--- src/rtl/mips32_seq_pkg.sv ---
// Shared encodings for the MIPS32 multi-cycle sequencer: states, PC source
// selects and trap causes.
package mips32_seq_pkg;

    typedef enum logic [2:0] {
        ST_FETCH  = 3'd0,
        ST_DECODE = 3'd1,
        ST_EXEC   = 3'd2,
        ST_MEM    = 3'd3,
        ST_WB     = 3'd4,
        ST_TRAP   = 3'd5
    } seqState_t;

    localparam logic [1:0] PCSEL_SEQ = 2'd0;
    localparam logic [1:0] PCSEL_BR  = 2'd1;
    localparam logic [1:0] PCSEL_JMP = 2'd2;

    localparam logic [1:0] TRAP_NONE  = 2'd0;
    localparam logic [1:0] TRAP_INVOP = 2'd1;
    localparam logic [1:0] TRAP_MEMTO = 2'd2;

    function automatic logic branchTaken(input logic isBeq, input logic isBne,
                                         input logic aluZero);
        return (isBeq && aluZero) || (isBne && !aluZero);
    endfunction

endpackage

--- src/rtl/mips32_seq_wait_timer.sv ---
// Counts consecutive not-ready memory cycles and flags the cycle on which the
// MEM_TIMEOUT-th one occurs; MEM_TIMEOUT of 0 never expires.
module seq_wait_timer #(
    parameter int MEM_TIMEOUT = 255
) (
    input  logic clk,
    input  logic rst_n,
    input  logic clear,
    input  logic countEn,
    output logic expire
);

    localparam int CNT_W = (MEM_TIMEOUT > 0) ? $clog2(MEM_TIMEOUT + 1) : 1;
    localparam logic [CNT_W-1:0] LIMIT = CNT_W'((MEM_TIMEOUT > 0) ? MEM_TIMEOUT - 1 : 0);

    logic [CNT_W-1:0] waitCnt;

    always_ff @(posedge clk or negedge rst_n) begin
        if (!rst_n) begin
            waitCnt <= '0;
        end else if (clear) begin
            waitCnt <= '0;
        end else if (countEn) begin
            waitCnt <= waitCnt + 1'b1;
        end
    end

    // countEn already excludes ready cycles, so ready always wins over expiry
    assign expire = (MEM_TIMEOUT != 0) && countEn && (waitCnt == LIMIT);

endmodule

--- src/rtl/mips32_mc_sequencer.sv ---
// Multi-cycle FETCH/DECODE/EXEC/MEM/WB sequencer: drives the shared memory
// handshake, PC/IR load strobes, register writes, traps and the retire counter.
module mips32_mc_sequencer
    import mips32_seq_pkg::*;
#(
    parameter int MEM_TIMEOUT = 255
) (
    input  logic        clk,
    input  logic        rst_n,
    input  logic        isJmp,
    input  logic        isBeq,
    input  logic        isBne,
    input  logic        memRead,
    input  logic        memWrite,
    input  logic        rfWriteEnable,
    input  logic        invOpcode,
    input  logic        aluZero,
    input  logic        memReady,
    output logic        memReq,
    output logic        memWe,
    output logic        memAddrSel,
    output logic        irLoad,
    output logic        pcWrite,
    output logic [1:0]  pcSel,
    output logic        rfWe,
    output logic        instRet,
    output logic [31:0] instrCount,
    output logic        trap,
    output logic [1:0]  trapCause,
    output logic [2:0]  state
);

    seqState_t  stateQ, stateNext;
    logic [1:0] trapCauseQ, trapCauseNext;
    logic       waitClear, waitCountEn, waitExpire;

    assign waitCountEn = ((stateQ == ST_FETCH) || (stateQ == ST_MEM)) && !memReady;
    assign waitClear   = memReady || (stateNext != stateQ);

    seq_wait_timer #(
        .MEM_TIMEOUT(MEM_TIMEOUT)
    ) uWaitTimer (
        .clk    (clk),
        .rst_n  (rst_n),
        .clear  (waitClear),
        .countEn(waitCountEn),
        .expire (waitExpire)
    );

    always_ff @(posedge clk or negedge rst_n) begin
        if (!rst_n) begin
            stateQ     <= ST_FETCH;
            trapCauseQ <= TRAP_NONE;
        end else begin
            stateQ     <= stateNext;
            trapCauseQ <= trapCauseNext;
        end
    end

    always_comb begin
        stateNext     = stateQ;
        trapCauseNext = trapCauseQ;
        case (stateQ)
            ST_FETCH: begin
                if (memReady) begin
                    stateNext = ST_DECODE;
                end else if (waitExpire) begin
                    stateNext     = ST_TRAP;
                    trapCauseNext = TRAP_MEMTO;
                end
            end
            ST_DECODE: begin
                if (invOpcode) begin
                    stateNext     = ST_TRAP;
                    trapCauseNext = TRAP_INVOP;
                end else begin
                    stateNext = ST_EXEC;
                end
            end
            ST_EXEC: begin
                if (isJmp || isBeq || isBne) begin
                    stateNext = ST_FETCH;
                end else if (memRead || memWrite) begin
                    stateNext = ST_MEM;
                end else if (rfWriteEnable) begin
                    stateNext = ST_WB;
                end else begin
                    stateNext = ST_FETCH;
                end
            end
            ST_MEM: begin
                if (memReady) begin
                    stateNext = memWrite ? ST_FETCH : ST_WB;
                end else if (waitExpire) begin
                    stateNext     = ST_TRAP;
                    trapCauseNext = TRAP_MEMTO;
                end
            end
            ST_WB:   stateNext = ST_FETCH;
            ST_TRAP: stateNext = ST_TRAP;
            default: stateNext = ST_TRAP;
        endcase
    end

    always_comb begin
        memReq     = 1'b0;
        memWe      = 1'b0;
        memAddrSel = 1'b0;
        irLoad     = 1'b0;
        pcWrite    = 1'b0;
        pcSel      = PCSEL_SEQ;
        rfWe       = 1'b0;
        instRet    = 1'b0;
        case (stateQ)
            ST_FETCH: begin
                memReq = 1'b1;
                if (memReady) begin
                    irLoad  = 1'b1;
                    pcWrite = 1'b1;
                end
            end
            ST_EXEC: begin
                if (isJmp) begin
                    pcWrite = 1'b1;
                    pcSel   = PCSEL_JMP;
                    instRet = 1'b1;
                end else if (isBeq || isBne) begin
                    instRet = 1'b1;
                    if (branchTaken(isBeq, isBne, aluZero)) begin
                        pcWrite = 1'b1;
                        pcSel   = PCSEL_BR;
                    end
                end else if (!(memRead || memWrite) && !rfWriteEnable) begin
                    instRet = 1'b1;
                end
            end
            ST_MEM: begin
                memReq     = 1'b1;
                memAddrSel = 1'b1;
                memWe      = memWrite;
                instRet    = memReady && memWrite;
            end
            ST_WB: begin
                rfWe    = 1'b1;
                instRet = 1'b1;
            end
            default: ;
        endcase
    end

    // Retire counter wraps naturally at 32 bits
    always_ff @(posedge clk or negedge rst_n) begin
        if (!rst_n) begin
            instrCount <= '0;
        end else if (instRet) begin
            instrCount <= instrCount + 32'd1;
        end
    end

    assign trap      = (stateQ == ST_TRAP);
    assign trapCause = trapCauseQ;
    assign state     = stateQ;

endmodule

--- config.mk ---
export PLATFORM = sky130hd
export DESIGN_NAME = mips32_mc_sequencer
export DESIGN_NICKNAME = d
export VERILOG_FILES = /design/src/rtl/mips32_seq_pkg.sv /design/src/rtl/mips32_seq_wait_timer.sv /design/src/rtl/mips32_mc_sequencer.sv
export SDC_FILE = /design/constraint.sdc
export NUM_CORES = 1
export LEC_CHECK = 0
export CAP_MARGIN = 0
export CORE_MARGIN = 2
export CORE_UTILIZATION = 45
export DETAILED_ROUTE_END_ITERATION = 7
export PLACE_DENSITY = 0.73
export SKIP_LAST_GASP = 1
export SYNTH_ARGS = -nofsm -noshare
export SYNTH_HDL_FRONTEND = slang
export SYNTH_SLANG_ARGS = --single-unit
--- constraint.sdc ---
create_clock -name clk -period 2.4 [get_ports clk]
set_clock_uncertainty 0.15 [all_clocks]
set_input_delay 0.48 -clock clk [delete_from_list [all_inputs] [get_ports clk]]
set_output_delay 0.48 -clock clk [all_outputs]
set_load 0.01 [all_outputs]
==> qor.log, run 1 <==
qor: status.result_of_the_run complete, but fails checks
qor: status.failed_checks negative setup slack
qor: global_routing.global_route.usage.met2 28.61%
qor: floorplanning.die_area 0.006018 mm2
qor: critical_path.timing.critical_path.required 1770 ps
qor: yosys.synth-edff-count 0
qor: floorplanning.floorplan.core_area 0.005172 mm2
qor: global_routing.grt_util_met3 4.186%
qor: finish.area_of_the_multi_input_gates 0.001259 mm2
qor: clock_network.clk_root_buffer_cell clkbuf_8
qor: clock_network.path_clk_slew 90 ps
qor: clock_network.worst_skew_pair.late_latency 300 ps
qor: global_routing.gr-usage-met1 26.89%
qor: sta.layout_min_cycle_time 2422 ps
qor: global_routing.number_of_global_route_vias_before_repair 1,928
qor: sta.report.final.setup_viol 1
qor: sta.rsz0062_at_grt yes
qor: global_routing.wire_length_of_the_first_global_routing_pass 9.163 mm
qor: sta.max_slew.worst_pin.slew 604.5 ps
qor: drt.avgRoutedWirePerCell 14.23 um
qor: finish.final_design_area_no_fill 0.003333 mm2
qor: floorplanning.die_height 77.58 um
qor: power_and_ir_drop.max-vdd-ir-drop 0.0003846 V
qor: power_and_ir_drop.leakage 1.404 nW
qor: finish.number_of_antenna_diodes 0
qor: placement.place_congestion 0.8587
qor: sta.report.final.hold_viol_count 0
qor: drt.vias 1,960
qor: clock_network.htree_levels 2
qor: finish.utilization 64.44%
qor: sta.hold-worst-slack 32.42 ps
qor: yosys.avgSynthCellArea 10.92 um2
qor: floorplanning.initial_core_util 47.10%
qor: sta.headroom_to_the_max_slew_limit 59.70%
qor: sta.max_slew_violation_total_from_the_final_report 0
qor: sta.period_share 100.9%
qor: global_routing.grt_use_total 18.75%
qor: yosys.synth-warning-count 0
qor: drt.route.final.wire_length 5.338 mm
qor: global_routing.gr-total-overflow 0
qor: placement.hpwl 3.835 mm
qor: sta.highest_clock_rate 412.9 MHz
qor: floorplanning.ioPinCount 58
qor: power_and_ir_drop.fin_total_pwr 0.002424 W
qor: floorplanning.fp.dieW 77.58 um
qor: critical_path.critical_path_class input port to primary output
qor: clock_network.cts_inserted_buffers 5
qor: drt.via_to_cell_ratio 5.227
qor: finish.final_net_count 318
qor: min_path.hold_path.class input port to async pin
qor: placement.port_buffers 57
qor: yosys.yosysUniqueCellTypes 44
qor: yosys.postSynthCellCount 223
qor: critical_path.timing.critical_path.fanout_max 3
qor: finish.post_route_cells_drive_above_1_share 18.69%
qor: global_routing.grt_max_degree 29
qor: global_routing.grt-busiest-layer met2
qor: job.cap_violations 0
qor: yosys.post_synth_instance_area 0.002436 mm2
qor: sta.layout_setup_ws -21.95 ps
qor: placement.cell_area_after_placement 0.003212 mm2
qor: clock_network.tritoncts built
qor: drt.initialDrtViolationCount 94
qor: floorplanning.rows 26
qor: yosys.synth.net_count 237
qor: drt.drtPass1Iterations 4
qor: finish.register_area 0.001130 mm2
qor: yosys.ys_seq_area_share 46.22%
qor: global_routing.number_of_antenna_violations_at_the_first_check_in_global_routing 0
qor: clock_network.cts_num_sinks 45
qor: finish.syn_to_final_growth 36.83%
qor: power_and_ir_drop.p_per_area 727.3 mW/mm2
qor: drt.detail-route-antenna-nets 0
qor: finish.filler_cell_count 439
qor: critical_path.critPathArrivalTime 1790 ps
qor: critical_path.worst_setup_path_end_kind primary output
qor: clock_network.ctsHoldBuffers 0
qor: clock_network.number_of_buffers_on_the_longest_clock_path 2
qor: yosys.synth-seq-cells 45
qor: yosys.ys.flop_type dfrtp_1
qor: drt.drc_violations_left 0
qor: critical_path.timing.critical_path.from_type input port
qor: yosys.asyncSetResetFlopFracSynth 100.0%
[critical path: stages]
cell and delay (ps):
clkdlybuf4s50_1 560, nor3_2 80, o41ai_4 260, nand2_2 120, dlygate4sd2_1 300
[cell families after synthesis]
| group | Yosys count | synth area share [%] |
|---|---|---|
| fa+ha+maj | 3 | 1.541 |
| flops | 45 | 46.22 |
| simple gates | 101 | 26.55 |
| xor+xnor | 38 | 13.66 |
| compound gates | 22 | 8.372 |
| mux | 2 | 0.9244 |
| buf+inv | 12 | 2.722 |
[registers in the layout (all words and copies together) (netlist names)]
| signal | flops |
|---|---|
| instrCount | 32 |
| uWaitTimer.waitCnt | 8 |
| state | 3 |
| trapCause | 2 |
[Yosys cell counts, drive strengths merged, types with 3 or more instances]
library cell / n / area [um2]
nand3: 16 / 90.09
xnor2: 30 / 262.8
and4: 5 / 43.79
nand4: 17 / 112.6
ha: 3 / 37.54
nor3: 3 / 15.01
dfrtp: 45 / 1126
and2: 8 / 50.05
nor2b: 3 / 18.77
a211oi: 3 / 37.54
a21oi: 3 / 26.28
o21ai: 7 / 35.03
nand2: 13 / 51.30
and3: 11 / 68.82
nor2: 11 / 41.29
nor4: 3 / 48.80
xor2: 8 / 70.07
inv: 5 / 18.77
buf: 5 / 40.04
nor3b: 4 / 46.29
[where the power goes]
part	switching (W)	total (W)	internal, W	leakage (nW)
sequential	0.000129	0.000963	0.000834	0.606
combinational	0.000488	0.00101	0.000523	0.754
clock	0.000249	0.000450	0.000201	0.0439
total	0.000866	0.00242	0.00156	1.40
[stage by stage]
stage / instances / setup TNS, ps / setup WS (ps)
finish: 375 / -21.95 / -21.95
global route: 375 / -84.80 / -80.87
CTS: 374 / -170.7 / -170.7
detailed placement: 364 / -1543 / -276.3
global placement: 364 / -994.3 / -248.2
floorplan: 223 / 0 / 344.7
[metal layers]
metal  up-vias  routed length [um]
met5         -                   0
met4         0                  47
met3         6                 322
met2        64                2367
met1       933                2601
li1        957                   -
[path summary, 6_finish.rpt]
check	slack, ps	from	cells after the start	endpoint
max in group asynchronous	1490	rst_n	2	state[0]
setup / recovery	-20	rfWriteEnable	5	instRet
min in group clk	340	instrCount[31]	1	instrCount[31]
hold / removal	30	rst_n	1	instrCount[7]
hold reg to reg	340	instrCount[31]	1	instrCount[31]
setup reg to reg	240	state[0]	7	instrCount[26]
[area by class of cell]
| type | count | share of cell area [%] |
|---|---|---|
| clock buffers | 5 | 2.065 |
| well taps | 70 | 2.628 |
| flip-flops and latches | 45 | 33.90 |
| multi-input cells | 166 | 37.76 |
| inverters | 5 | 0.5631 |
| clock inverters | 3 | 0.5255 |
| repair buffers | 81 | 22.56 |
[layout by cell type, fill, tap and decap left out, types with 2 or more instances in the layout]
cell,netlist,layout
a211oi_2,3,3
a21oi_1,2,2
and2_1,8,8
and3_1,11,11
and4_1,5,5
buf_4,1,23
clkbuf_8,0,5
clkdlybuf4s50_1,0,47
clkinv_2,0,2
dfrtp_1,45,42
dfrtp_2,0,3
dlygate4sd2_1,0,7
ha_1,3,3
inv_1,5,5
mux2_2,2,2
nand2_1,12,12
nand2b_1,2,2
nand3_1,14,14
nand3_2,2,2
nand4_1,16,16
nand4b_1,2,2
nor2_1,11,11
nor2b_1,3,3
nor3_1,3,2
nor3b_2,1,2
nor4_4,2,2
o21a_1,2,2
o21ai_0,7,6
xnor2_1,30,30
xor2_1,8,8
[repair_timing]
item,4_1_cts,5_1_grt
buffers inserted,2,1
pin swaps,1,1
endpoints found under the setup margin,10,4
resized for setup,14,4
(Power assumes the default switching activity.)
==> inputs of run 2 (changes only) <==
--- a/config.mk
+++ b/config.mk
@@ -5,11 +5,12 @@
 export SDC_FILE = /design/constraint.sdc
 export NUM_CORES = 1
 export LEC_CHECK = 0
+export ABC_AREA = 0
 export CAP_MARGIN = 0
 export CORE_MARGIN = 2
 export CORE_UTILIZATION = 45
 export DETAILED_ROUTE_END_ITERATION = 7
-export PLACE_DENSITY = 0.73
+export PLACE_DENSITY_LB_ADDON = 0.05
 export SKIP_LAST_GASP = 1
 export SYNTH_ARGS = -nofsm -noshare
 export SYNTH_HDL_FRONTEND = slang
==> qor.log, run 2 (synthesis gave the netlist of run 1 again) <==
qor: status.result_of_the_run finished, final reports clean
qor: clock_network.worst_skew_pair.late_latency 300 ps
qor: floorplanning.rows 26
qor: finish.syn_to_final_growth 37.96%
qor: floorplanning.fp.dieW 77.58 um
qor: floorplanning.initial_core_util 47.10%
qor: power_and_ir_drop.power_report.internal_total 0.001561 W
qor: min_path.hold_path.class input port to async pin
qor: clock_network.htree_levels 2
qor: clock_network.cts_inserted_buffers 5
qor: critical_path.slowest_delay 460 ps
qor: finish.utilization 64.97%
qor: placement.port_buffers 57
qor: global_routing.gr-total-overflow 0
qor: placement.place_congestion 0.7948
qor: sta.layout_min_cycle_time 2384 ps
qor: finish.commonest_cells_after_routing_fill_and_taps_aside clkdlybuf4s50_1, dfrtp_1, xnor2_1
qor: finish.final_net_count 319
qor: drt.initialDrtViolationCount 60
qor: clock_network.clk_root_buffer_cell clkbuf_8
qor: power_and_ir_drop.share_seq_of_total_power 38.8%
qor: clock_network.ctsHoldBuffers 0
qor: clock_network.cts_num_sinks 45
qor: critical_path.r2r-start state[0]
qor: power_and_ir_drop.leakage 1.454 nW
qor: power_and_ir_drop.combinational_share_of_power 41.0%
qor: drt.route.final.wire_length 5.423 mm
qor: job.cap_violations 0
qor: finish.largest_reg_flops 32
qor: placement.hpwl 3.928 mm
qor: floorplanning.floorplan.core_area 0.005172 mm2
qor: drt.via_to_cell_ratio 5.218
qor: critical_path.critPathArrivalTime 1750 ps
qor: critical_path.timing.critical_path.fanout_max 2
qor: finish.post_route_cells_drive_above_1_share 19.28%
qor: critical_path.worst_setup_path_end_kind primary output
qor: power_and_ir_drop.netSwitchingFraction 36.17%
qor: finish.number_of_antenna_diodes 0
qor: sta.period_share 99.32%
qor: critical_path.crit_path_top_delay_cell clkdlybuf4s50_1
qor: clock_network.path_clk_slew 90 ps
qor: power_and_ir_drop.power.net_switching 0.0008847 W
qor: clock_network.number_of_buffers_on_the_longest_clock_path 2
qor: critical_path.crit_path_start aluZero
qor: global_routing.number_of_global_route_vias_before_repair 1,923
qor: power_and_ir_drop.p_per_area 727.8 mW/mm2
qor: sta.hold-worst-slack 96.81 ps
qor: drt.avgRoutedWirePerCell 14.42 um
qor: sta.highest_clock_rate 419.5 MHz
qor: global_routing.grt_use_total 19.51%
qor: finish.register_with_the_most_flip_flops instrCount
qor: global_routing.wire_length_of_the_first_global_routing_pass 9.342 mm
qor: sta.headroom_to_the_max_slew_limit 62.64%
qor: sta.rsz0062_at_grt yes
qor: critical_path.critical_path.cell_chain clkdlybuf4s50_1 > mux2_2 > o21ai_1 > nand2b_1 > dlygate4sd2_1
qor: drt.drtPass1Iterations 4
qor: floorplanning.die_area 0.006018 mm2
qor: floorplanning.ioPinCount 58
qor: sta.max_slew_violation_total_from_the_final_report 0
qor: critical_path.critical-path-top-delay-family buffers and inverters
qor: drt.vias 1,962
qor: power_and_ir_drop.clockPowerShare 20.2%
qor: critical_path.ff2ff_path_depth 8
qor: power_and_ir_drop.max-vdd-ir-drop 0.0003132 V
qor: drt.detail-route-antenna-nets 0
qor: drt.drc_violations_left 0
qor: global_routing.number_of_antenna_violations_at_the_first_check_in_global_routing 0
qor: floorplanning.die_height 77.58 um
qor: critical_path.critical_path_class input port to primary output
qor: sta.report.final.setup_viol 0
qor: sta.max_slew.worst_pin.slew 560.4 ps
qor: critical_path.worstPathBufferInverterCount 2
qor: critical_path.timing.critical_path.required 1770 ps
qor: critical_path.cp_num_cells 5
qor: sta.setup_total_neg_slack 0 ps
qor: critical_path.timing.critical_path.from_type input port
qor: global_routing.grt_max_degree 46
qor: clock_network.tritoncts built
qor: sta.report.final.hold_viol_count 0
[run 2: stage by stage]
step / setup slack (ps) / instances / total power (W) / cell area [um2]
after floorplan: 344.7 / 223 / 0.001484 / 2436
after global placement: -270.7 / 367 / 0.001951 / 3234
after detailed placement: -290.0 / 367 / 0.001961 / 3234
after CTS: -28.26 / 376 / 0.002486 / 3347
after global routing: -4.257 / 376 / 0.002602 / 3361
final: 16.21 / 376 / 0.002446 / 3361
[run 2: power groups by stage]
stage          logic [W]  clock network [W]  registers [W]
6_report         0.00100           0.000494       0.000948
3_3_place_gp    0.000997                  0       0.000954
2_1_floorplan   0.000537                  0       0.000947
5_1_grt          0.00109           0.000549       0.000963
4_1_cts          0.00102           0.000524       0.000945
3_5_place_dp     0.00100                  0       0.000956
[run 2: worst paths after layout]
kind	to	slack, ps
max in group asynchronous	state[2]	1590
max reg2reg	uWaitTimer.waitCnt[3]	310
min in group clk	instrCount[31]	320
min reg2reg	instrCount[31]	320
min	uWaitTimer.waitCnt[5]	100
max	pcWrite	20
[run 2: timing repair]
action                                  CTS  global route
pin swaps                                 2             2
gates cloned                              0             0
endpoints found under the setup margin    9             3
setup buffers                             1             0
resized for setup                        16             9
[run 2: layout make-up]
type                    instances  area, um2
well taps                      70      87.58
fillers                       426       1812
clock buffers                   5      68.82
inverters                       5      18.77
clock inverters                 3      25.02
flip-flops and latches         45       1129
multi-input cells             166       1260
repair buffers                 82      772.0
[run 2: routing by layer]
layer  up-vias  part of all wire [%]  wire [um]  global-route usage [%]
met3         5                   3.0        165                   4.070
met5         -                     0          0                       0
met1       957                    47       2529                   26.43
li1        964                     -          -                       -
met4         0                  0.79         43                   5.893
met2        36                    50       2685                   31.57
==> edit 1 (config.mk and constraints of run 1) <==
Put one more register stage on the output `instrCount`. The value now appears one clock later. The other outputs are not delayed to match.
--- a/src/rtl/mips32_mc_sequencer.sv
+++ b/src/rtl/mips32_mc_sequencer.sv
@@ -30,4 +30,6 @@
     output logic [2:0]  state
 );
+
+    logic [31:0] instrCount_s0;
 
     seqState_t  stateQ, stateNext;
@@ -152,7 +154,7 @@
     always_ff @(posedge clk or negedge rst_n) begin
         if (!rst_n) begin
-            instrCount <= '0;
+            instrCount_s0 <= '0;
         end else if (instRet) begin
-            instrCount <= instrCount + 32'd1;
+            instrCount_s0 <= instrCount_s0 + 32'd1;
         end
     end
@@ -162,4 +164,8 @@
     assign state     = stateQ;
 
+    always_ff @(posedge clk) begin
+        instrCount <= instrCount_s0;
+    end
+
 endmodule
 
Behaviour: not the same (Yosys sat finds a counterexample within 4 cycles, from zero or initial values and one cycle with rst_n low).
==> edit 1 against run 1 <==
The run still ends with negative setup slack left; clock power increased by 90%; sequential power increased by 34%; sequential cell count up 32; first-iteration DRC count is 45% lower; setup slack better by 13 ps; wire length grew 14%; core utilization fell by 2.9 points; total power down 9.0%; design area up 24%; area after synthesis increased by 26%; largest cell class is now registers; highest routed layer unchanged.
==> edit 1: results (changes against run 1) <==
CP max stage cell: clkdlybuf4s50_1
Hold_buf cts: 1 (+1)
Setup TNS: -8.670 ps (+13.28 ps)
Gr usage total: 17.69% (-1.1 points)
Post-Syn Nets: 288 (+22%)
Die span in x: 86.69 µm (+12%)
Syn Area/Cell: 11.23 µm² (+2.8%)
Final setup margin: -8.670 ps (+13.28 ps)
Register share of the cell area: 42.70% (+8.8 points)
Synth cell types: 47 (+6.8%)
Layout Nets: 379 (+19%)
Inst Count DP: 428 (+18%)
Area share of fa/ha/maj cells after synthesis: 1.220% (-0.32 points)
Routing usage on met3: 4.762% (+0.58 points)
Fraction of area in multi-input gates: 30.90% (-6.9 points)
Multi-In Gates: 180 (+8.4%)
Leak pwr: 1.810 nW (+29%)
Met3 routed WL: 268 µm (-17%)
Status: finished, violations left
Hold crit path type: flop to flop
Seq cells: 77 (+71%)
Met2 WL: 2939 µm (+24%)
Plain + repair buffers: 86 (+6.2%)
Hpwl dp: 4408 µm (+15%)
M2 GR Usage: 28.60% (about the same)
Wirelength, routed: 6060 µm (+14%)
Postcts setup bufs: 3 (+1)
Clock latency on the worst-skew pair: 350 ps (+50 ps)
Compound-Gate Fraction of Synth Area: 7.198% (-1.2 points)
Total CTS buffers: 9 (+4)
Clk tree area frac: 4.233% (+1.6 points)
Post-CTS sizing: 13 (-1)
Slowest Stage Delay on Critical Path: 450 ps (-110 ps)
Invs w/o clock: 11 (+6)
Setup violators final: 1 (unchanged)
Buffering overhead: 18.75% (-3.8 points)
Htree depth: 3 (+1)
Top post-synthesis cells by area: dfrtp_1, dfxtp_1, xor2_1
Failing checks: negative setup slack
Yosys warnings: 0 (unchanged)
Worst IR drop on VDD: 259.0 µV (-33%)
Worst rel slew slack: 72.54% (+13 points)
Vias in the first global route: 2260 (+17%)
First-pass GRT wire length: 10270 µm (+12%)
Placed Area: 3901 µm² (+21%)
Ys async rst share: 58.44% (-42 points)
Number of DRC markers in iteration 0: 52 (-45%)
Ys flop type: dfrtp_1
Most frequent cells after synthesis: dfrtp_1, dfxtp_1, xor2_1, nand2_1, nor2_1
Final Core Density: 61.58% (-2.9 points)
Mux cell area share after synthesis: 0.7320% (-0.19 points)
Fill cell count: 547 (+25%)
Layout cells sized above 1: 17.57% (-1.1 points)
edit 1: changes by cell type in the layout (fill, tap and decap cells not counted), moves of 6 or more:
cell / delta
and3_1: -8
dfxtp_1: +32
inv_1: +6
nand2_1: +8
nand4_1: -7
nor2_1: +6
nor3_1: +12
nor4_1: +10
xnor2_1: -18
xor2_1: +18
edit 1: worst paths after layout:
check                             startpoint                 to  depth (start not counted)  slack, ps
max                                 memWrite            instRet                          6         -9
min                        instrCount_s0[26]     instrCount[26]                          0        220
max reg2reg                         state[2]  instrCount_s0[20]                          8        260
min reg2reg                instrCount_s0[26]     instrCount[26]                          0        220
max in group asynchronous              rst_n   instrCount_s0[8]                          3       1150
min in group asynchronous              rst_n  instrCount_s0[31]                          2        460
edit 1: power by group:
group           total, W              switching [W]  internal [W]
sequential       0.00129  0.00000000000000000000816       0.00129
combinational  0.0000607                  0.0000316     0.0000291
clock           0.000857                   0.000453      0.000403
==> edit 2 (config.mk and constraints of run 1) <==
Without the edit above. `MEM_TIMEOUT` is set to 255 in 2 places; all go to 510.
--- a/src/rtl/mips32_seq_wait_timer.sv
+++ b/src/rtl/mips32_seq_wait_timer.sv
@@ -2,5 +2,5 @@
 // MEM_TIMEOUT-th one occurs; MEM_TIMEOUT of 0 never expires.
 module seq_wait_timer #(
-    parameter int MEM_TIMEOUT = 255
+    parameter int MEM_TIMEOUT = 510
 ) (
     input  logic clk,
--- a/src/rtl/mips32_mc_sequencer.sv
+++ b/src/rtl/mips32_mc_sequencer.sv
@@ -4,5 +4,5 @@
     import mips32_seq_pkg::*;
 #(
-    parameter int MEM_TIMEOUT = 255
+    parameter int MEM_TIMEOUT = 510
 ) (
     input  logic        clk,
Check against the original RTL: no difference found for any inputs over 10 cycles, from zero or initial values and one cycle with rst_n low; that may be too few to reach the edited logic, so the function may still have changed.
==> edit 2 against run 1 <==
The flow still finishes with violations (negative setup slack); sequential share of layout area rose by 0.34 points; sequential cell count is 1 higher; design area is 1.1% higher; total power increased by 4.5%; critical path depth unchanged; cell count is 5.3% higher; non-clock buffer count is 4 higher; area after synthesis down 1.1%; setup slack worse by 8.8 ps; wire length shrank 2.0%; hold slack gained 4.6 ps; highest routed layer unchanged.
==> edit 2: results (changes against run 1) <==
Number of DRC markers in iteration 0: 87 (-7.4%)
Largest net degree at the start of global routing: 30 (+3.4%)
Crit. Startpoint: isBne
Top post-synthesis cells by area: dfrtp_1, xnor2_1, xor2_1
Area share of xor/xnor cells in the synthesized design: 14.18% (+0.52 points)
Mapped Cells: 236 (+5.8%)
P_int: 0.001676 W (+7.5%)
Vias: 2024 (+3.3%)
Slowest Stage Delay on Critical Path: 430 ps (-130 ps)
Ys async rst share: 100.0% (unchanged)
Clk power: 0.000478 W (+6.2%)
Multi-input gate area: 1207 µm² (-4.1%)
Routability cong.: 0.8148 (-5.1%)
Setup violators final: 7 (+6)
Placement Setup Slack: -354.4 ps (-78.15 ps)
First-pass GRT wire length: 8687 µm (-5.2%)
Max reg flops: 32 (unchanged)
Yosys warnings: 0 (unchanged)
Cells on worst reg2reg path: 9 (+2)
CP max stage cell: clkdlybuf4s50_1
Layout cells sized above 1: 17.85% (-0.84 points)
Hold WS: 37.05 ps (+4.627 ps)
Vias in the first global route: 1876 (-2.7%)
Failing checks: negative setup slack
Worst IR drop on VDD: 557.4 µV (+45%)
Post-Syn Nets: 250 (+5.5%)
Routed length per instance: 13.25 µm (-6.9%)
P_seq: 0.000952 W (-1%)
Layout Nets: 338 (+6.3%)
Crit-path max FO: 2 (-1)
Number of antenna violations at the first check in global routing: 0 (unchanged)
Worst-margin pin slew: 609.4 ps (+4.915 ps)
Leak pwr: 1.564 nW (+11%)
Placed Area: 3221 µm² (+0.27%)
R2R setup slack: 140 ps (-100 ps)
Sequential group share of total power: 37.6% (-2.1 points)
Fill cell count: 436 (-0.68%)
Compound-Gate Fraction of Synth Area: 5.091% (-3.3 points)
Most frequent cells after synthesis: dfrtp_1, nor2_1, nand2_1, xnor2_1, xor2_1
Reg-to-reg critical path endpoint: uWaitTimer.waitCnt[4]
Gr usage total: 17.99% (-0.76 points)
Area share of fa/ha/maj cells after synthesis: 1.558% (+0.018 points)
Hpwl dp: 3791 µm (-1.2%)
Worst reg2reg startpoint: uWaitTimer.waitCnt[1]
Inst Count DP: 383 (+5.2%)
Setup TNS: -106.3 ps (-84.33 ps)
Post-synthesis sequential area ratio: 47.79% (+1.6 points)
Layout Cells excl Fill: 395 (+5.3%)
Final setup margin: -30.76 ps (-8.810 ps)
Postcts setup bufs: 2 (unchanged)
Status: finished, violations left
Mux cell area share after synthesis: 1.766% (+0.84 points)
Post-CTS sizing: 11 (-3)
## edit 2: changes by cell type after synthesis, moves of 3 or more
cell | before | now
and2_1 | 8 | 4
and2b_2 | 0 | 4
and3_1 | 11 | 3
and4_1 | 5 | 1
clkbuf_8 | 0 | 3
inv_1 | 5 | 9
nand2_1 | 12 | 21
nand4_1 | 16 | 10
nor2_1 | 11 | 27
nor3_1 | 3 | 12
o21ai_0 | 7 | 1
xnor2_1 | 30 | 21
xor2_1 | 8 | 18
## edit 2: area by class of cell
class	count	area share, %
multi-input combinational	177	35.83
clock inverter	1	0.1485
timing repair buffer	85	23.62
clock buffer	7	2.562
tap	70	2.599
inverter	9	1.003
sequential	46	34.24
## edit 2: layer usage
layer / GRT usage, % / up-vias / part of all wire (%)
met4: 3.214 / 0 / 0.55
met1: 25.50 / 975 / 48
met5: 0 / - / 0
met3: 4.118 / 4 / 5.4
met2: 28.61 / 57 / 46
li1: - / 988 / -
